[src/rtl/hms_time_cnt.sv]
// ============================================================================
// hms_time_cnt : hh:mm:ss timekeeping core with button-driven set-mode FSM.
// Optional alarm compare/edit enabled by macro HMS_ALARM_EN.   Rev 1.0
// ============================================================================
`default_nettype none

module hms_time_cnt #(
   parameter int HOUR_MAX = 24
) (
   input  logic       clk,
   input  logic       rst,
   input  logic       i_tick,
   input  logic       i_mode,
   input  logic       i_inc,
   output logic [5:0] o_sec,
   output logic [5:0] o_min,
   output logic [5:0] o_hour,
   output logic [5:0] o_six_dp,
   output logic       o_day_wrap,
   output logic       o_alarm
);

   localparam logic [5:0] SEC_LAST  = 6'd59;
   localparam logic [5:0] HOUR_LAST = 6'(HOUR_MAX - 1);

   typedef enum logic [2:0] {
      ST_CLOCK        = 3'd0,
      ST_SET_SEC      = 3'd1,
      ST_SET_MIN      = 3'd2,
      ST_SET_HOUR     = 3'd3,
      ST_SET_ALM_MIN  = 3'd4,
      ST_SET_ALM_HOUR = 3'd5
   } state_t;

   state_t     state, state_next;
   logic [5:0] sec, min, hour;
   logic       day_wrap;
   logic       inc_en;

   function automatic logic [5:0] wrap_inc(input logic [5:0] v, input logic [5:0] last);
      return (v == last) ? 6'd0 : v + 6'd1;
   endfunction

   // A mode press takes precedence over a simultaneous increment press.
   assign inc_en = i_inc & ~i_mode;

   always_ff @(posedge clk) begin
      if (rst) state <= ST_CLOCK;
      else     state <= state_next;
   end

   always_comb begin
      state_next = state;
      o_six_dp   = 6'b000000;
      case (state)
         ST_CLOCK:    if (i_mode) state_next = ST_SET_SEC;
         ST_SET_SEC: begin
            o_six_dp = 6'b000011;
            if (i_mode) state_next = ST_SET_MIN;
         end
         ST_SET_MIN: begin
            o_six_dp = 6'b001100;
            if (i_mode) state_next = ST_SET_HOUR;
         end
         ST_SET_HOUR: begin
            o_six_dp = 6'b110000;
`ifdef HMS_ALARM_EN
            if (i_mode) state_next = ST_SET_ALM_MIN;
`else
            if (i_mode) state_next = ST_CLOCK;
`endif
         end
`ifdef HMS_ALARM_EN
         ST_SET_ALM_MIN: begin
            o_six_dp = 6'b001100;
            if (i_mode) state_next = ST_SET_ALM_HOUR;
         end
         ST_SET_ALM_HOUR: begin
            o_six_dp = 6'b110000;
            if (i_mode) state_next = ST_CLOCK;
         end
`endif
         default: state_next = ST_CLOCK;
      endcase
   end

   always_ff @(posedge clk) begin
      if (rst) begin
         sec      <= 6'd0;
         min      <= 6'd0;
         hour     <= 6'd0;
         day_wrap <= 1'b0;
      end else begin
         day_wrap <= 1'b0;
         case (state)
            ST_CLOCK: if (i_tick) begin
               sec <= wrap_inc(sec, SEC_LAST);
               if (sec == SEC_LAST) begin
                  min <= wrap_inc(min, SEC_LAST);
                  if (min == SEC_LAST) begin
                     hour <= wrap_inc(hour, HOUR_LAST);
                     if (hour == HOUR_LAST) day_wrap <= 1'b1;
                  end
               end
            end
            ST_SET_SEC:  if (inc_en) sec  <= wrap_inc(sec, SEC_LAST);
            ST_SET_MIN:  if (inc_en) min  <= wrap_inc(min, SEC_LAST);
            ST_SET_HOUR: if (inc_en) hour <= wrap_inc(hour, HOUR_LAST);
            default: ;
         endcase
      end
   end

   assign o_day_wrap = day_wrap;

`ifdef HMS_ALARM_EN
   logic [5:0] alm_min, alm_hour;
   logic       alarm;

   always_ff @(posedge clk) begin
      if (rst) begin
         alm_min  <= 6'd0;
         alm_hour <= 6'd0;
         alarm    <= 1'b0;
      end else begin
         alarm <= (state == ST_CLOCK) && (hour == alm_hour) && (min == alm_min);
         if (inc_en && state == ST_SET_ALM_MIN)  alm_min  <= wrap_inc(alm_min, SEC_LAST);
         if (inc_en && state == ST_SET_ALM_HOUR) alm_hour <= wrap_inc(alm_hour, HOUR_LAST);
      end
   end

   // While editing the alarm, the display shows the alarm fields instead of time.
   always_comb begin
      o_sec  = sec;
      o_min  = min;
      o_hour = hour;
      if (state == ST_SET_ALM_MIN || state == ST_SET_ALM_HOUR) begin
         o_sec  = 6'd0;
         o_min  = alm_min;
         o_hour = alm_hour;
      end
   end

   assign o_alarm = alarm;
`else
   assign o_sec   = sec;
   assign o_min   = min;
   assign o_hour  = hour;
   assign o_alarm = 1'b0;
`endif

endmodule

`default_nettype wire
[config.mk]
export PLATFORM = sky130hd
export DESIGN_NAME = hms_time_cnt
export DESIGN_NICKNAME = d
export VERILOG_FILES = /design/src/rtl/hms_time_cnt.sv
export SDC_FILE = /design/constraint.sdc
export NUM_CORES = 1
export LEC_CHECK = 0
export ABC_CLOCK_PERIOD_IN_PS = 5100
export BUFFER_PORTS_ARGS = -buffer_cell sky130_fd_sc_hd__clkbuf_2
export CORE_AREA = 2 2 83 53
export CTS_CLUSTER_SIZE = 16
export DETAILED_ROUTE_END_ITERATION = 8
export DIE_AREA = 0 0 85 55
export HOLD_SLACK_MARGIN = 0.1
export PLACE_DENSITY_LB_ADDON = 0.3
export SETUP_SLACK_MARGIN = 0.3
export SYNTH_ARGS = -nofsm -noshare
export SYNTH_HDL_FRONTEND = slang
export SYNTH_SLANG_ARGS = --single-unit
[constraint.sdc]
create_clock -name clk -period 5.1 [get_ports clk]
set_input_delay 0.255 -clock clk [delete_from_list [all_inputs] [get_ports clk]]
set_output_delay 0.255 -clock clk [all_outputs]
set_load 0.02 [all_outputs]
==> results.tsv, run 1 <==
stage	metric	value	unit
status	status	completed	
global_route	initial antenna violation count	0	
pwr	maximum VDD drop	0.000104	V
timing	unrepaired setup endpoints after global routing	no	
timing	WHS	0.313	ns
cells_and_area	most frequent cells in the layout	clkbuf_2, dfxtp_1, nor2_1	
clock_network	setup bufs post-CTS	0	
timing	period utilisation layout	40.5	%
timing	setup violators final	0	
route	post-route ant nets	0	
cells_and_area	most common cell after layout, fill and taps aside	clkbuf_2	
clock_network	CTS tree	yes	
die	die width	85	microns
clock_network	Clock transition at path regs	0.08	ns
synthesis	cell area after synthesis	1250	sq um
route	vias per std cell	5.19	
clock_network	cts repair resizes	0	
route	routed wire length per instance	12.9	microns
critical_path	CP Max Fanout	11	
timing	PnR worst setup slack	3.03	ns
timing	Rel. slew slack	65.1	%
route	total number of vias	1126	
clock_network	CTS root buf	clkbuf_8	
pwr	cell area power density	289	nW/um^2
timing	min Tclk post-route	2.07	ns
cells_and_area	number of diodes	0	
critical_path	Crit Path Class	reg2reg	
clock_network	TritonCTS Sinks	21	
synthesis	syn_nets	157	
clock_network	CTS max path bufs	2	
clock_network	clock latency on the worst-skew pair	0.26	ns
synthesis	Seq/Total Area, Yosys	33.6	%
timing	Slew Limit Fails	0	
timing	Worst-Margin Slew	0.518	ns
global_route	first-pass GRT wire length	4.65	mm
die	io pins	31	
critical_path	Worst setup EP type	flip-flop	
synthesis	Mean Syn Cell Area	8.75	sq um
placement	# port buffers	29	
cells_and_area	Final Net Count	182	
synthesis	predominant post-synthesis flop cell	dfxtp_1	
synthesis	synth warn	0	
die	Initial Utilization	31.7	%
cells_and_area	Finished Core Util	36.8	%
die	DIE AREA	4680	sq um
global_route	grt met1 use	17.3	%
global_route	total grt overflow	0	
die	core area	3940	sq um
run	max cap viols	0	
worst_hold_path	Hold Crit Class	in2reg	
die	DIE HEIGHT	55	microns
placement	pre-CTS WS	3.07	ns
global_route	number of global-route vias before repair	994	
pwr	Static Leak	0.596	nW
critical_path	critical path required time	5.29	ns
synthesis	Post-synth EDFFs	0	
die	Core Rows	18	
global_route	GRT Overall Usage	12.6	%
global_route	met3 Use GR	4.15	%
synthesis	Cells after Synth	143	
global_route	met2 Usage GRT	20.1	%
route	Post-Route WL	2.81	mm
placement	hpwl dp	2.16	mm
synthesis	Yosys reg bits	21	
clock_network	H-tree level count	1	
synthesis	Cell variety after synth	42	
global_route	Most Crowded Layer GR	met2	
cells_and_area	layout cells sized above 1	22.2	%
critical_path	Worst setup SP type	flip-flop	
route	DRC errors left	0	
clock_network	Hold Buf Count CTS	0	
timing	Max Fclk	484	MHz
cells_and_area	Area Overhead vs Synth	15.8	%
synthesis	asr flop ratio synth	0	%
critical_path	crit path DAT	2.25	ns
cells_and_area	Fillers	415	
placement	GP Congestion	0.823	
timing	setup TNS	0	ns
clock_network	CTS Buf Count	3	
timing	Hold Fails Final Rpt	0	
route	DRT Pass-1 Iters	4	
timing	Setup Skew	0.00720	ns
global_route	pin count of the biggest net entering global routing	22	
pwr	total power	0.419	mW
route	initial DRC count	73	
-- state kept, by name, indices dropped and copies added (netlist names) --
name        flops
o_hour          6
o_min           6
o_sec           6
state           2
o_day_wrap      1
-- stage by stage --
stage,cells,instance area (sq um)
2_1_floorplan,143,1250
3_3_place_gp,213,1400
3_5_place_dp,213,1400
4_1_cts,217,1450
5_1_grt,217,1450
6_report,217,1450
-- synthesized netlist by cell type, types with 2 or more instances --
cell / number / share of area [%]
xnor2_1: 4 / 2.8
a211oi_1: 2 / 1.2
nor2b_1: 3 / 1.5
nor2_1: 12 / 3.6
o31ai_1: 3 / 1.8
buf_4: 4 / 2.4
a311oi_1: 3 / 2.1
or4_1: 3 / 1.8
o31a_1: 2 / 1.4
a21o_1: 2 / 1.2
nand4b_1: 2 / 1.4
a21oi_1: 11 / 4.4
inv_1: 8 / 2.4
nand2b_1: 3 / 1.5
or4b_1: 3 / 2.4
or2_2: 2 / 1.0
nand2_1: 7 / 2.1
a2111oi_0: 2 / 1.4
nor3b_1: 3 / 1.8
mux2i_1: 3 / 2.4
a32o_1: 2 / 1.6
dfxtp_1: 21 / 34
o21ai_0: 4 / 1.6
clkbuf_1: 4 / 1.2
nand3_1: 5 / 2.0
ha_1: 9 / 9.0
-- per-layer routing --
layer  wire, microns  vias to the layer above
met5               0                        -
met4              10                        0
met3             213                        2
met2            1140                       35
met1            1440                      517
li1                -                      572
-- where the power goes --
| group | total [mW] | switching, mW | internal, mW | leakage, nW |
|---|---|---|---|---|
| clock network | 0.111 | 0.0562 | 0.0545 | 0.0255 |
| logic | 0.120 | 0.0807 | 0.0397 | 0.400 |
| registers | 0.188 | 0.0131 | 0.175 | 0.170 |
| total | 0.419 | 0.150 | 0.269 | 0.596 |
-- critical path: stages, from the launching register on --
cell	delay, ns
dfxtp_1	0.40
ha_1	0.22
nand3b_1	0.13
o41a_1	0.52
or4_1	0.56
a21oi_1	0.16
-- cell families (layout without fill, tap and decap cells) --
group / count (synthesis) / after routing / share of synthesized area, %
other: 1 / 1 / 0.300
XOR/XNOR: 4 / 4 / 2.80
multiplexers: 4 / 4 / 3.30
buffers and inverters: 17 / 41 / 6.90
flip-flops: 21 / 21 / 33.6
AO/OA/AOI/OAI: 38 / 38 / 21.3
AND/OR/NAND/NOR: 49 / 49 / 22.8
adder cells (fa/ha/maj): 9 / 9 / 9.00
-- cell type report --
class	instances	area, sq um	share of cell area, %
flip-flops and latches	21	420	29.0
clock inverters	1	5.00	0.345
repair buffers	29	145	10.0
clock buffers	3	41.3	2.85
inverters	8	30.0	2.07
multi-input cells	105	744	51.4
well taps	50	62.6	4.32
-- worst paths after layout --
| check | startpoint | cells past startpoint | slack, ns | to |
|---|---|---|---|---|
| max | o_min[0]$_SDFFE_PP0P_ | 5 | 3.03 | o_hour[4]$_SDFFE_PP0P_ |
| min | i_tick | 3 | 0.31 | o_day_wrap$_SDFF_PP0_ |
| max reg2reg | o_min[0]$_SDFFE_PP0P_ | 5 | 3.03 | o_hour[4]$_SDFFE_PP0P_ |
| min reg2reg | o_hour[4]$_SDFFE_PP0P_ | 2 | 0.51 | o_hour[4]$_SDFFE_PP0P_ |
No activity file was read; power rests on OpenSTA's default activity.
==> run 2, diff against run 1 <==
--- a/config.mk
+++ b/config.mk
@@ -5,7 +5,7 @@
 export SDC_FILE = /design/constraint.sdc
 export NUM_CORES = 1
 export LEC_CHECK = 0
-export ABC_CLOCK_PERIOD_IN_PS = 5100
+export ABC_CLOCK_PERIOD_IN_PS = 2100
 export BUFFER_PORTS_ARGS = -buffer_cell sky130_fd_sc_hd__clkbuf_2
 export CORE_AREA = 2 2 83 53
 export CTS_CLUSTER_SIZE = 16
==> constraint.sdc (replaced) <==
create_clock -name clk -period 2.1 [get_ports clk]
set_input_delay 0.105 -clock clk [delete_from_list [all_inputs] [get_ports clk]]
set_output_delay 0.105 -clock clk [all_outputs]
set_load 0.02 [all_outputs]
==> results.tsv, run 2 (synthesis results as in run 1) <==
stage	metric	value	unit	change
global_route	initial antenna violation count	0		unchanged
clock_network	CTS max path bufs	2		unchanged
die	Initial Utilization	31.7	%	unchanged
clock_network	CTS root buf	clkbuf_8		
cells_and_area	most frequent cells in the layout	clkbuf_2, buf_4, nor2_1		
worst_hold_path	beginning of the worst hold path	i_tick		
critical_path	Worst setup EP type	flip-flop		
global_route	first-pass GRT wire length	5.49	mm	+18%
route	initial DRC count	70		-4.1%
critical_path	reg2reg path depth	4		-1
timing	setup TNS	0	ns	unchanged
critical_path	Worst setup SP type	flip-flop		
timing	unrepaired setup endpoints after global routing	yes		
critical_path	r2r setup slk	0.28	ns	-2.75 ns
timing	Max Fclk	551	MHz	+14%
cells_and_area	fin cells	237		+9.2%
clock_network	Clock transition at path regs	0.08	ns	about the same
worst_hold_path	Hold EP	o_day_wrap$_SDFF_PP0_		
critical_path	R2R Path Start	o_sec[2]$_SDFFE_PP0P_		
global_route	pin count of the biggest net entering global routing	22		unchanged
clock_network	H-tree level count	1		unchanged
critical_path	crit path DAT	2.01	ns	-0.24 ns
route	post-route ant nets	0		unchanged
timing	Hold Fails Final Rpt	0		unchanged
critical_path	CP Max Fanout	8		-3
global_route	total grt overflow	0		unchanged
timing	min Tclk post-route	1.82	ns	-0.252 ns
timing	PnR worst setup slack	0.284	ns	-2.75 ns
route	routed wire length per instance	13.8	microns	+6.9%
route	total number of vias	1246		+11%
clock_network	TritonCTS Sinks	21		unchanged
timing	Slew Limit Fails	0		unchanged
critical_path	worst r2r dst	o_hour[2]$_SDFFE_PP0P_		
timing	setup violators final	0		unchanged
pwr	total power	1.16	mW	+180%
global_route	number of global-route vias before repair	1188		+20%
cells_and_area	most common cell after layout, fill and taps aside	clkbuf_2		
clock_network	Hold Buf Count CTS	0		unchanged
placement	pre-CTS WS	0.122	ns	-2.94 ns
global_route	GRT Overall Usage	14.9	%	+2.3 points
die	die width	85	microns	unchanged
timing	period utilisation layout	86.5	%	+46 points
die	core area	3940	sq um	unchanged
pwr	maximum VDD drop	0.000405	V	+290%
status	status	completed		
die	DIE AREA	4680	sq um	unchanged
cells_and_area	Finished Core Util	44.5	%	+7.7 points
pwr	cell area power density	663	nW/um^2	+130%
route	DRC errors left	0		unchanged
clock_network	CTS Buf Count	3		unchanged
placement	# placed instances	215		+0.94%
die	DIE HEIGHT	55	microns	unchanged
cells_and_area	Area Overhead vs Synth	40.1	%	
route	DRT Pass-1 Iters	4		unchanged
timing	Setup Skew	0.00387	ns	-0.00332 ns
clock_network	clock latency on the worst-skew pair	0.26	ns	about the same
die	Core Rows	18		unchanged
placement	hpwl dp	2.22	mm	+2.5%
clock_network	CTS tree	yes		
worst_hold_path	hold path depth	3		unchanged
cells_and_area	layout cells sized above 1	49.2	%	+27 points
cells_and_area	Final Net Count	202		+11%
route	Post-Route WL	3.28	mm	+17%
run	max cap viols	0		unchanged
pwr	Static Leak	0.723	nW	+21%
critical_path	Crit Path Class	reg2reg		
cells_and_area	number of diodes	0		unchanged
worst_hold_path	Hold Crit Class	in2reg		
placement	GP Congestion	0.788		-4.2%
route	vias per std cell	5.26		+1.3%
critical_path	critical path required time	2.29	ns	-3.00 ns
placement	# port buffers	29		unchanged
cells_and_area	Fillers	382		-8.0%
die	io pins	31		unchanged
run 2: area by class of cell:
| type | instances | area, sq um | share of cell area (%) |
|---|---|---|---|
| multi-input cells | 105 | 865 | 49.3 |
| inverters | 8 | 32.5 | 1.86 |
| clock buffers | 4 | 45.0 | 2.57 |
| well taps | 50 | 62.6 | 3.57 |
| flip-flops and latches | 21 | 453 | 25.8 |
| repair buffers | 49 | 295 | 16.8 |
run 2: stage by stage:
stage | cell area (sq um) | hold slack (ns)
2_1_floorplan | 1290 | 0.265
3_3_place_gp | 1450 | 0.458
3_5_place_dp | 1450 | 0.467
4_1_cts | 1590 | 0.149
5_1_grt | 1750 | 0.156
6_report | 1750 | 0.146
run 2: how the worst max path moves through the flow:
stage	startpoint	end	slack (ns)
2_1_floorplan	o_min[4]$_SDFFE_PP0P_	o_hour[0]$_SDFFE_PP0P_	0.28
4_1_cts	state[0]$_SDFFE_PP0P_	o_hour[4]$_SDFFE_PP0P_	0.27
5_1_grt	o_min[0]$_SDFFE_PP0P_	o_hour[2]$_SDFFE_PP0P_	0.20
6_report	o_sec[2]$_SDFFE_PP0P_	o_hour[2]$_SDFFE_PP0P_	0.28
3_5_place_dp	state[1]$_SDFFE_PP0P_	o_hour[4]$_SDFFE_PP0P_	0.12
3_3_place_gp	state[0]$_SDFFE_PP0P_	o_hour[4]$_SDFFE_PP0P_	0.20
run 2: layer usage:
metal | share of wire, % | wire length (microns) | vias to the layer above | global-route usage, %
met5 | 0 | 0 | - | 0
li1 | - | - | 619 | -
met4 | 0.43 | 14 | 0 | 2.65
met1 | 49 | 1620 | 590 | 19.5
met3 | 6.0 | 195 | 2 | 4.45
met2 | 44 | 1450 | 35 | 25.0
run 2: repair_timing:
item                                    in CTS  in global routing
buffers inserted                             6                 12
resized for setup                           11                 23
pin swaps                                    3                  7
endpoints found under the setup margin       9                 18
run 2: report_power, final:
| part | switching [mW] | total [mW] | leakage [nW] | internal [mW] |
|---|---|---|---|---|
| sequential | 0.0322 | 0.462 | 0.178 | 0.430 |
| clock | 0.134 | 0.269 | 0.0228 | 0.135 |
| combinational | 0.240 | 0.430 | 0.522 | 0.191 |
run 2: worst max-delay path, stage by stage, from the launching register on:
cell and delay, ns:
dfxtp_4 0.36, nand4b_4 0.17, o41a_1 0.53, or4_1 0.54
a21oi_2 0.15
==> run 3, diff against run 2 <==
--- a/config.mk
+++ b/config.mk
@@ -12,6 +12,7 @@
 export DETAILED_ROUTE_END_ITERATION = 8
 export DIE_AREA = 0 0 85 55
 export HOLD_SLACK_MARGIN = 0.1
+export MAX_ROUTING_LAYER = met4
 export PLACE_DENSITY_LB_ADDON = 0.3
 export SETUP_SLACK_MARGIN = 0.3
 export SYNTH_ARGS = -nofsm -noshare
==> results.tsv, run 3 (synthesis results as in run 1) <==
stage	metric	value	unit	change
placement	dpl cell area	1450	sq um	unchanged
die	core area	3940	sq um	unchanged
global_route	Most Crowded Layer GR	met2		
die	io pins	31		unchanged
global_route	met3 Use GR	3.71	%	-0.74 points
cells_and_area	Final Net Count	202		unchanged
route	routed wire length per instance	13.9	microns	+0.34%
clock_network	CTS tree	yes		
die	Core Rows	18		unchanged
clock_network	CTS root buf	clkbuf_8		
placement	# placed instances	215		unchanged
clock_network	H-tree level count	1		unchanged
cells_and_area	layout cells sized above 1	49.2	%	unchanged
placement	# port buffers	29		unchanged
route	total number of vias	1245		-0.080%
critical_path	Worst setup EP type	flip-flop		
global_route	first-pass GRT wire length	5.49	mm	+0.13%
timing	PnR worst setup slack	0.289	ns	+0.00544 ns
status	status	completed		
global_route	initial antenna violation count	0		unchanged
clock_network	CTS Buf Count	3		unchanged
timing	Hold Fails Final Rpt	0		unchanged
timing	setup violators final	0		unchanged
clock_network	CTS max path bufs	2		unchanged
global_route	met2 Usage GRT	25.0	%	unchanged
worst_hold_path	Hold Crit Class	in2reg		
clock_network	Hold Buf Count CTS	0		unchanged
critical_path	kind of cell adding the most delay to the critical path	simple AND/OR/NAND/NOR gates		
critical_path	crit path buf inv count	0		unchanged
cells_and_area	Area Overhead vs Synth	40.1	%	unchanged
clock_network	clock latency on the worst-skew pair	0.26	ns	about the same
die	DIE AREA	4680	sq um	unchanged
placement	hpwl dp	2.22	mm	unchanged
critical_path	crit path max-delay cell type	or4_1		
global_route	number of global-route vias before repair	1187		-0.084%
global_route	total grt overflow	0		unchanged
pwr	Static Leak	0.723	nW	unchanged
cells_and_area	most common cell after layout, fill and taps aside	clkbuf_2		
route	vias per std cell	5.25		about the same
timing	Slew Limit Fails	0		unchanged
timing	Setup Skew	0.00476	ns	+0.000889 ns
placement	pre-CTS WS	0.122	ns	unchanged
pwr	maximum VDD drop	0.000406	V	+0.16%
clock_network	Clock transition at path regs	0.08	ns	about the same
route	DRT Pass-1 Iters	4		unchanged
critical_path	r2r setup slk	0.29	ns	about the same
route	initial DRC count	59		-16%
critical_path	CP Max Fanout	8		unchanged
pwr	cell area power density	662	nW/um^2	about the same
critical_path	Crit Path Class	reg2reg		
die	Initial Utilization	31.7	%	unchanged
die	die width	85	microns	unchanged
clock_network	TritonCTS Sinks	21		unchanged
timing	WHS	0.150	ns	+0.00373 ns
placement	GP Congestion	0.799		+1.4%
cells_and_area	Final Instance Area	1750	sq um	unchanged
critical_path	crit path cell chain	nand4b_4, o41a_1, or4_1, a21oi_2		
run	max cap viols	0		unchanged
timing	Max Fclk	552	MHz	+0.30%
critical_path	crit path DAT	2.01	ns	about the same
critical_path	Critical Path Max Stage Delay	0.54	ns	about the same
timing	setup TNS	0	ns	unchanged
global_route	pin count of the biggest net entering global routing	22		unchanged
route	DRC errors left	0		unchanged
cells_and_area	fin cells	237		unchanged
timing	min Tclk post-route	1.81	ns	-0.00544 ns
route	Post-Route WL	3.29	mm	+0.34%
cells_and_area	most frequent cells in the layout	clkbuf_2, buf_4, nor2_1		
timing	unrepaired setup endpoints after global routing	yes		
cells_and_area	number of diodes	0		unchanged
route	post-route ant nets	0		unchanged
global_route	grt met1 use	19.9	%	+0.44 points
timing	period utilisation layout	86.2	%	-0.26 points
die	DIE HEIGHT	55	microns	unchanged
critical_path	Worst setup SP type	flip-flop		
global_route	GRT Overall Usage	15.3	%	+0.44 points
critical_path	critical path required time	2.30	ns	about the same
## run 3: final cells by class
class | instances | area [sq um]
Inverter | 8 | 32.5
Clock buffer | 4 | 45.0
Tap cell | 50 | 62.6
Fill cell | 382 | 2190
Sequential cell | 21 | 453
Multi-Input combinational cell | 105 | 865
Timing Repair Buffer | 49 | 295
## run 3: worst paths after layout
| check | to | startpoint | cells after the start |
|---|---|---|---|
| worst max-delay path | o_hour[2]$_SDFFE_PP0P_ | o_sec[2]$_SDFFE_PP0P_ | 4 |
| worst min-delay path | o_day_wrap$_SDFF_PP0_ | i_tick | 3 |
| worst max register to register | o_hour[2]$_SDFFE_PP0P_ | o_sec[2]$_SDFFE_PP0P_ | 4 |
| worst min register to register | o_min[3]$_SDFFE_PP0P_ | o_min[3]$_SDFFE_PP0P_ | 1 |
## run 3: per-stage QoR
| step | power [mW] | utilization [%] |
|---|---|---|
| floorplan | 0.699 | - |
| global placement | 0.757 | 36.9 |
| detailed placement | 0.769 | 36.9 |
| CTS | 1.07 | 40.4 |
| global route | 1.24 | 44.5 |
| finish | 1.16 | 44.5 |
## run 3: worst min-delay path, delay by kind of cell
family | cells | cell delay [ns]
and+or+nand+nor | 2 | 0.14
buffers and inverters | 1 | 0.12
## run 3: where the power goes
group	total, mW	leakage (nW)	internal (mW)	switching [mW]
combinational	0.430	0.522	0.191	0.239
sequential	0.462	0.178	0.430	0.0322
clock	0.269	0.0228	0.135	0.134
## run 3: per-layer routing
layer,vias up,part of all wire [%]
li1,616,-
met1,588,51
met2,39,44
met3,2,5.3
met4,0,0.46
met5,-,0
## run 3: repair_timing
item / in CTS / in global routing
setup buffers: 6 / 12
pin swaps: 3 / 7
gates cloned: 0 / 0
setup endpoints to repair: 9 / 18
resized for setup: 11 / 23
